`src/rtl/p_hit_sched.sv`:
```
// Ray/triangle issue sequencer for the p_hit datapath.
// Tags each issued triangle with its index and re-pairs results in order.
module p_hit_sched #(
  parameter int IDX_W        = 16,
  parameter int MAX_INFLIGHT = 8,
  parameter int TAG_DEPTH    = 16
) (
  input  logic                    clock,
  input  logic                    reset,
  input  logic                    ray_empty,
  output logic                    ray_rd_en,
  input  logic signed [31:0]      ray_origin [2:0],
  input  logic signed [31:0]      ray_dir [2:0],
  input  logic [IDX_W-1:0]        ray_num_tris,
  input  logic                    tri_empty,
  output logic                    tri_rd_en,
  input  logic signed [31:0]      tri_normal [2:0],
  input  logic signed [31:0]      tri_v0 [2:0],
  output logic signed [31:0]      ph_normal [2:0],
  output logic signed [31:0]      ph_v0 [2:0],
  output logic signed [31:0]      ph_origin [2:0],
  output logic signed [31:0]      ph_dir [2:0],
  input  logic [3:0]              ph_in_full,
  output logic [3:0]              ph_in_wr_en,
  input  logic signed [31:0]      ph_out [2:0],
  input  logic                    ph_out_empty,
  output logic                    ph_out_rd_en,
  output logic signed [31:0]      out_point [2:0],
  output logic [IDX_W-1:0]        out_idx,
  output logic                    out_last,
  output logic                    out_empty,
  input  logic                    out_rd_en,
  output logic                    busy,
  output logic                    done
);

  localparam int TW = $clog2(TAG_DEPTH);
  localparam int CW = $clog2(MAX_INFLIGHT + 1);
  localparam logic [IDX_W-1:0] ONE  = 1;
  localparam logic [CW-1:0]    MAXI = CW'(MAX_INFLIGHT);

  typedef enum logic [1:0] {IDLE, ISSUE, DRAIN, DONE} state_t;

  state_t state_q, state_d;

  logic signed [31:0] org_q [2:0];
  logic signed [31:0] dir_q [2:0];
  logic [IDX_W-1:0]   ntri_q;
  logic [IDX_W-1:0]   iss_idx;
  logic [IDX_W-1:0]   ret_cnt;
  logic [CW-1:0]      inflight;
  logic [IDX_W-1:0]   tag_mem [TAG_DEPTH];
  logic [TW-1:0]      wr_ptr;
  logic [TW-1:0]      rd_ptr;

  logic active, accept, fire, tag_vld, rfire;

  // Tags track issued-not-retired triangles one-for-one with inflight.
  assign tag_vld = (inflight != '0);
  assign active  = (state_q == ISSUE) || (state_q == DRAIN);
  assign accept  = !reset && (state_q == IDLE) && !ray_empty;
  assign fire    = !reset && (state_q == ISSUE) && !tri_empty
                && (ph_in_full == 4'b0000) && (inflight < MAXI);
  assign rfire   = !reset && active && !ph_out_empty && tag_vld
                && (out_empty || out_rd_en);

  assign ph_origin = org_q;
  assign ph_dir    = dir_q;
  assign ph_normal = tri_normal;
  assign ph_v0     = tri_v0;

  always_ff @(posedge clock) begin
    if (reset) state_q <= IDLE;
    else       state_q <= state_d;
  end

  always_comb begin
    state_d = state_q;
    unique case (state_q)
      IDLE:  if (accept)
               state_d = (ray_num_tris == '0) ? DONE : ISSUE;
      ISSUE: if (fire && (iss_idx == ntri_q - ONE))
               state_d = DRAIN;
      DRAIN: if (ret_cnt == ntri_q)
               state_d = DONE;
      DONE:  state_d = IDLE;
      default: state_d = IDLE;
    endcase
  end

  always_comb begin
    ray_rd_en    = accept;
    tri_rd_en    = fire;
    ph_in_wr_en  = {4{fire}};
    ph_out_rd_en = rfire;
    busy         = !reset && (state_q != IDLE);
    done         = !reset && (state_q == DONE);
  end

  always_ff @(posedge clock) begin
    if (fire) tag_mem[wr_ptr] <= iss_idx;
  end

  always_ff @(posedge clock) begin
    if (reset) begin
      org_q     <= '{default: '0};
      dir_q     <= '{default: '0};
      ntri_q    <= '0;
      iss_idx   <= '0;
      ret_cnt   <= '0;
      inflight  <= '0;
      wr_ptr    <= '0;
      rd_ptr    <= '0;
      out_point <= '{default: '0};
      out_idx   <= '0;
      out_last  <= 1'b0;
      out_empty <= 1'b1;
    end else begin
      if (accept) begin
        org_q   <= ray_origin;
        dir_q   <= ray_dir;
        ntri_q  <= ray_num_tris;
        iss_idx <= '0;
        ret_cnt <= '0;
      end
      if (fire) begin
        wr_ptr  <= wr_ptr + TW'(1);
        iss_idx <= iss_idx + ONE;
      end
      // Reload wins over consume so read+reload costs no bubble.
      if (rfire) begin
        rd_ptr    <= rd_ptr + TW'(1);
        out_point <= ph_out;
        out_idx   <= tag_mem[rd_ptr];
        out_last  <= (ret_cnt == ntri_q - ONE);
        out_empty <= 1'b0;
        ret_cnt   <= ret_cnt + ONE;
      end else if (out_rd_en) begin
        out_empty <= 1'b1;
      end
      unique case ({fire, rfire})
        2'b10:   inflight <= inflight + CW'(1);
        2'b01:   inflight <= inflight - CW'(1);
        default: inflight <= inflight;
      endcase
    end
  end

  always_ff @(posedge clock) begin
    if (!reset && !ph_out_empty)
      assert (tag_vld);
  end

endmodule

```
`config.mk`:
```
export PLATFORM = sky130hd
export DESIGN_NAME = p_hit_sched
export DESIGN_NICKNAME = d
export VERILOG_FILES = /design/src/rtl/p_hit_sched.sv
export SDC_FILE = /design/constraint.sdc
export NUM_CORES = 1
export LEC_CHECK = 0
export CORE_AREA = 2 2 397 399
export CTS_BUF_LIST = sky130_fd_sc_hd__clkbuf_8
export DETAILED_ROUTE_END_ITERATION = 10
export DIE_AREA = 0 0 399 401
export HOLD_SLACK_MARGIN = 0.08
export REMOVE_ABC_BUFFERS = 1
export SYNTH_ARGS = -nofsm -noshare
export SYNTH_HDL_FRONTEND = slang
export SYNTH_SLANG_ARGS = --single-unit
```
`constraint.sdc`:
```
create_clock -name clock -period 6.6 [get_ports clock]
set_input_delay 0.66 -clock clock [delete_from_list [all_inputs] [get_ports clock]]
set_output_delay 0.66 -clock clock [all_outputs]
set_load 0.01 [all_outputs]
```
==> results.txt, run 1 <==
Counting I/O delays and the setup requirement, the final critical path takes 4.37 ns. The tools report the launching point of the worst reg2reg path as state_q[0]. The worst hold path stage count came out at 2.

The tools report the hold buffer count at cts as 0. The run gives 203 mm as the first-pass GRT wire length. The worst hold path terminates at rd_ptr[0]. The most used flip-flop cell after synthesis is dfxtp_1. For the residual overflow from global routing, the log shows 0.

The average instance in the mapped netlist occupies 10.5 sq um. The first TritonRoute pass finished after 8 iterations. The switching power as a share of total power works out to 0.316. After detailed placement, the design holds a cell count of 4797. Cell internal power was estimated by the tool at 7.14 mW. Number of enable flip-flop cells after synthesis: 256. The part of the cycle the worst path needs came out at 0.662. The flow ran to the end, and the final reports show no timing, DRC or antenna violations. The number of antenna violations at the first check in global routing came out at 38.

The Yosys step of the flow raised 0 warnings. Unique cell type count in the Yosys netlist: 65. The source of the worst hold timing path was reset.

The transition time at the pin with the least slew margin works out to 1.21 ns. In this run the deepest clock path goes through 3 buffers. The critical path data required time came out at 5.94 ns. Detailed placement ended at an HPWL of 118 mm. Dominant cell type by area after synthesis: edfxtp_1. In the post-synthesis netlist, the biggest area contributors are edfxtp_1 (30%), dfxtp_1 (29%), nand2_1 (10%), mux4_2 (7.0%), a21oi_1 (6.7%). For the combinational share of power, the log shows 0.218. The die is 401 um tall. The most common cell after layout, fill and taps aside is nand2_1. The buffer type at the clock tree root is clkbuf_8. Setup repair after global routing left no endpoint under its margin.

The combined global-route utilization of all metal layers is 0.192. The net switching power is 3.30 mW. Total power for the finished layout comes to 10.4 mW.

The tools report the post-route standard cell area excluding fillers as 35000 sq um. The mapped netlist covers 25600 sq um. The logs give 2437 for the number of instances in the synthesized netlist and 32700 sq um for the post-place instance area.

The number of filler instances in the final layout is 16800, and the detailed-routing wirelength on met1 is 60.5 mm. The power per cell area was 298 nW/um^2. Entering global routing, the biggest net connects 188 pins.

At the end of the flow, the number of nets in the layout was 3374. On the final layout, the worst clock skew is 0.0933 ns. Across the whole layout, storage elements account for 15100 sq um.

The floorplan die width is 399 um, and the count of endpoints failing setup in the final report is 0. The worst-case setup margin in the final layout was 2.23 ns; the number of buffers added on ports was 628. The post-layout utilization of the core was 0.225; the routed wire length was 159 mm. The synthesized design contains 624 register bits.

Area of combinational cells with multiple inputs: 8460 sq um. The tools report the number of levels in the clock H-tree as 3. TritonCTS built the clock tree. The die covers 160000 sq um. STA classifies the critical path startpoint as a flip-flop. In the layout the commonest cells are nand2_1 (687), clkdlybuf4s50_1 (627), dfxtp_1 (366). The area growth from synthesis to layout is 36.6%.

After detailed routing, the met3 layer carries 29.2 mm of wire. Clock latency on the worst-skew pair, taken at its later pin, is 0.83 ns. At the worst endpoint, the arrival time is 3.71 ns. After clock tree synthesis, the clock-pin slew on the worst setup and hold paths is 0.06 ns. Quantity of gates resized following cts: 0. Once the clock tree was built, the setup fixing pass inserted 0 buffers. The number of clock buffers added by TritonCTS is 111. The hold violation count in the final report came out at 0.

Excluding fillers, the count of instances in the completed layout stands at 5002. The share of layout cells above drive strength 1 was 0.100; the share of synthesized flip-flops with an asynchronous set or reset was 0. The routed length on met2 is 64.3 mm. Using the TritonRoute via totals, the vias-per-cell ratio works out to 4.19. For the proportion of power drawn by flip-flops and latches, the log shows 0.421. The logs give 0.202 mV for the worst IR drop on VDD and 0 for the number of violations of the max-capacitance limit. CTS saw 624 sinks. The detail route stage leaves a number of antenna-violating nets equal to 0. Summing over every cut layer, the via total after detailed routing is 20900. Routed signal wires occupy layers up through met5. The number of slew-limit violations in the final report was 0; the largest driver fanout on the critical path was 51. The minimum hold slack is 0.305 ns. The DRC marker count from the first detailed-route iteration is 1980. The critical path is of the flip-flop to primary output type. The worst register-to-register path ends at inflight[3]. The worst setup path is captured at a primary output. Measured in cells, the most critical reg-to-reg path has a length of 13.

The relative contribution of the clock network to total power is 0.361, and the total leakage power is 11.8 nW. Top achievable clock speed: 229 MHz. The placeable core area was 156000 sq um; the fraction of the yosys area taken by sequential cells was 0.587. The tools report the reg2reg setup slack as 2.64 ns. The tools report the via count of the first global-routing pass as 19600. The run gives 0.865 as the final weighted congestion of routability-driven global placement.

The number of core rows was 145. The tools report the I/O pin count as 1013. The run gives 0.195 as the worst-case headroom to the max-slew limit. After routing, the total negative slack on setup checks comes to 0 ns. Prior to clock tree synthesis, the placed netlist has a worst setup slack of 2.30 ns. The detailed-route wire length per cell works out to 31.9 um. The tools report the initial core utilization as 0.165. The min-delay analysis places its worst path in the category primary input to flip-flop. The share of Yosys cell area claimed by the top area cell type was 0.300.

In the routed design, unresolved DRC markers number 0.
## registers in the layout (all words and copies together) (netlist names), 2 cells and up
| signal | count |
|---|---|
| iss_idx | 16 |
| tag_mem | 256 |
| inflight | 4 |
| ntri_q | 16 |
| state_q | 2 |
| ph_dir | 96 |
| ret_cnt | 16 |
| out_idx | 16 |
| out_point | 96 |
| rd_ptr | 4 |
| ph_origin | 96 |
| wr_ptr | 4 |
## worst max-delay path: stages (launching register included)
cell and delay (ns):
dfxtp_1 0.39, inv_1 0.11, ha_1 0.31, nor2b_1 0.18, nand4b_1 0.11, buf_4 0.35
inv_4 0.58, clkdlybuf4s50_1 0.81
## power by group through the flow
stage | Clock, mW | Sequential (mW) | Combinational, mW
CTS | 3.91 | 4.39 | 2.29
detailed placement | 0 | 4.47 | 2.28
floorplan | 0 | 4.52 | 1.07
global route | 4.06 | 4.42 | 2.45
finish | 3.77 | 4.40 | 2.27
global placement | 0 | 4.46 | 2.27
## layout make-up
type | count | area share
Sequential cell | 624 | 0.430
Multi-Input combinational cell | 1446 | 0.242
Timing Repair Buffer | 655 | 0.187
Tap cell | 2058 | 0.0736
Clock buffer | 128 | 0.0503
Clock inverter | 70 | 0.0152
Inverter | 14 | 0.00157
Antenna cell | 7 | 0.000501
## worst max-delay path by stage
stage / from / end / depth (start not counted)
3_5_place_dp: out_rd_en / inflight[3] / 12
4_1_cts: state_q[0] / ph_out_rd_en / 7
2_1_floorplan: ray_empty / iss_idx[2] / 4
5_1_grt: state_q[0] / ph_out_rd_en / 7
6_report: state_q[0] / ph_out_rd_en / 7
3_3_place_gp: out_rd_en / inflight[3] / 12
## synthesized netlist by cell type, types with 3 or more instances
| cell | n |
|---|---|
| nand2_1 | 687 |
| dfxtp_1 | 368 |
| a21oi_1 | 344 |
| edfxtp_1 | 256 |
| buf_4 | 196 |
| clkbuf_1 | 135 |
| mux4_2 | 80 |
| nor2_1 | 72 |
| xnor2_1 | 34 |
| o21ai_0 | 25 |
| nand3_1 | 22 |
| xor2_1 | 20 |
| ha_1 | 15 |
| inv_1 | 13 |
| buf_1 | 12 |
| nand4_1 | 12 |
| nor3_1 | 12 |
| a311oi_1 | 10 |
| nor2b_1 | 10 |
| nor4_1 | 10 |
| and3_1 | 9 |
| buf_2 | 6 |
| mux2_2 | 6 |
| nand2b_1 | 5 |
| and2_1 | 4 |
| buf_6 | 4 |
| o21a_1 | 4 |
| or2_2 | 4 |
| or3_1 | 4 |
| or4_1 | 4 |
| a31oi_1 | 3 |
| nand3b_1 | 3 |
| nand4b_1 | 3 |
| nor4b_1 | 3 |
| o211ai_1 | 3 |
## cells by family (layout without fill, tap and decap cells)
logic type               count (synthesis)  in the layout  synth area share
multiplexers                            87             87            0.0733
AND/OR/NAND/NOR                        873            873             0.141
other                                    0              7                 0
XOR/XNOR                                55             55            0.0193
AO/OA/AOI/OAI                          415            415            0.0872
adder cells (fa/ha/maj)                 16             16           0.00811
buffers and inverters                  367            867            0.0839
flip-flops                             624            624             0.587
## routing by layer
| metal | vias up | global-route usage |
|---|---|---|
| met5 | - | 0.108 |
| met3 | 238 | 0.169 |
| met2 | 1435 | 0.264 |
| li1 | 9028 | - |
| met1 | 10200 | 0.215 |
| met4 | 30 | 0.0355 |
Note: power is estimated with default switching activity, not from simulation.
==> inputs of run 2 (changes only) <==
Clock period 6.6 ns to 4.43 ns, I/O delays scaled along.
==> run 2 against run 1 <==
- first-iteration DRC count decreased by 6.6%
- largest power group unchanged
- highest routed layer unchanged
- design area grew 4.8%
- setup slack worse by 1.7 ns
- hold slack worse by 0.12 ns
- clock power is 57% higher
- die area is the same
- clock skew shrank 0.028 ns
- combinational power increased by 54%
==> results.txt, run 2 (synthesized netlist as in run 1, its figures left out) <==
The run finished with clean final reports. The run gives 0.127 (-0.0680) as the worst-case headroom to the max-slew limit. The overall power after layout came out at 15.9 mW (+53%).

The number of slew-limit violations in the final report came out at 0 (unchanged). The DRC marker count from the first detailed-route iteration was 1850 (-6.6%). Traced cell by cell, the critical path runs through inv_1 -> ha_1 -> nor2b_1 -> nand4b_1 -> inv_4 -> buf_12 -> clkdlybuf4s50_1. The power per cell area came out at 435 nW/um^2 (+46%). For the first-pass GRT wire length, the log shows 206 mm (+1.5%). The clock latency of the later-clocked register in the worst-skew pair was 0.83 ns (about the same). The area added between synthesis and finish is 43.1%. The tree is rooted in a clkbuf_8.

The register with the most flip-flops in the final layout is tag_mem. The via count of the first global-routing pass came out at 21000 (+7.3%). The critical path startpoint category was a flip-flop.

Setup repair after global routing left no endpoint under its margin. Number of violations of the max-capacitance limit: 0 (unchanged). The combined global-route utilization of all metal layers was 0.193 (+0.000948).

The floorplan die width was 399 um (unchanged). The time the final worst path needs with I/O delays and setup is 3.94 ns. The hold violation count in the final report came out at 0 (unchanged).

The tools report the count of TritonRoute iterations in the first routing pass as 8 (unchanged). STA classifies the critical path endpoint as a primary output. The part of the cycle the worst path needs is 0.890, and the count of endpoints failing setup in the final report is 0 (unchanged). The tools report the number of remaining DRC errors as 0 (unchanged).

The detailed-route wire length per cell was 30.8 um (-3.5%); the residual overflow from global routing was 0 (unchanged). The number of core rows is 145 (unchanged), and the die area is 160000 sq um (unchanged). The TritonCTS buffer count was 116 (+4.5%). The tools report the final cell count without fillers as 5173 (+3.4%).

The worst clock skew is 0.0655 ns (-0.0278 ns). TritonCTS built the clock tree. Transition time at the pin with the least slew margin: 1.31 ns (+0.102 ns). The vertical die dimension is 401 um (unchanged).

The longest individual stage delay on the worst path was 0.67 ns (-0.14 ns). The min-delay analysis places its worst path in the category primary input to flip-flop. The worst-case clock buffer depth came out at 3 (unchanged). The largest driver fanout on the critical path was 126 (+150%). The routed wire length is 159 mm (-0.19%), and the HPWL after detailed placement is 118 mm (-0.10%). The count of nets after finishing is 3525 (+4.5%). The share of layout cells above drive strength 1 was 0.100 (-0.000134). The number of flip-flops in the largest register works out to 256 (unchanged). The final weighted congestion of routability-driven global placement came out at 0.872 (+0.79%). The slowest cell on the critical path is clkdlybuf4s50_1. Timing would allow up to 254 MHz.

The top cell types in the final layout, fill and taps aside, are nand2_1 (687), clkdlybuf4s50_1 (627), dfxtp_1 (366). The total clock sinks was 624 (unchanged); the critical path arrival was 3.50 ns (-0.21 ns). The critical path data required time came out at 3.99 ns (-1.95 ns). The logs give 0.236 (+0.0108) for the post-layout utilization of the core and 0 ns (unchanged) for the total negative setup slack.

The pre-CTS worst setup slack was 1.18 ns (-1.12 ns); the total leakage power was 12.5 nW (+6.3%). The critical path is of the flip-flop to primary output type. Placeable core area: 156000 sq um (unchanged).

The average vias per placed instance was 4.19 (about the same); the number of buffers added on ports was 628 (unchanged). Most common cell after layout, fill and taps aside: nand2_1. The number of levels in the clock H-tree is 3 (unchanged), and the clock transition time at the flip-flop clock pins of the worst setup and hold paths is 0.06 ns (about the same). The initial core utilization was 0.165 (unchanged). The run gives 0.488 ns (-1.74 ns) as the worst-case setup margin in the final layout. I/O pin count: 1013 (unchanged). The number of antenna violations at the first check in global routing is 45 (+18%), and the via count is 21700 (+3.5%).

The run gives 185 (-1.6%) as the pin count of the biggest net entering global routing. The logs give 0 (unchanged) for the number of nets with antenna violations after detailed routing and 4806 (+0.19%) for the number of instances in the placed design. The run gives 0.341 mV (+69%) as the worst IR drop on VDD.
run 2: final timing paths:
path                            slack (ns)          start  cells past startpoint             to
worst max register to register        1.33     state_q[1]                     11     state_q[1]
worst max-delay path                  0.49     state_q[0]                      7   ph_out_rd_en
worst min register to register        0.45  out_point[87]                      2  out_point[87]
worst min-delay path                  0.19    ray_dir[73]                      3     ph_dir[73]
run 2: power breakdown:
| part | switching, mW | internal [mW] |
|---|---|---|
| logic | 2.05 | 1.45 |
| registers | 0.251 | 6.28 |
| clock network | 2.74 | 3.18 |
run 2: final cells by class:
| class | instances | area [sq um] |
|---|---|---|
| Antenna cell | 14 | 35.0 |
| Tap cell | 2058 | 2570 |
| Sequential cell | 624 | 15100 |
| Inverter | 14 | 55.1 |
| Timing Repair Buffer | 801 | 8020 |
| Clock inverter | 81 | 616 |
| Clock buffer | 135 | 1860 |
| Fill cell | 16700 | 119000 |
| Multi-Input combinational cell | 1446 | 8460 |
run 2: per-stage QoR:
step | hold WS (ns) | instance area [sq um]
after floorplan | 0.458 | 23500
final | 0.188 | 36700
after detailed placement | 0.446 | 32800
after CTS | 0.0802 | 36600
after global placement | 0.441 | 32800
after global routing | 0.103 | 36700
run 2: worst max-delay path, delay by kind of cell, from the launching register on:
kind          cells  cell delay [ns]
flops             1             0.39
simple gates      2             0.47
buf+inv           4             1.32
fa+ha+maj         1             0.34
run 2: repair_timing:
action,in CTS,in global routing
hold endpoints to repair,144,0
hold buffers,137,0
resized for setup,0,0
buffers inserted,0,0
setup endpoints to repair,0,0
run 2: routing by layer:
layer  part of all wire  track usage  up-vias
met3               0.17        0.161      238
li1                   -            -     9338
met5              0.017        0.111        -
met4              0.024       0.0436       40
met1               0.39        0.218    10600
met2               0.40        0.265     1435
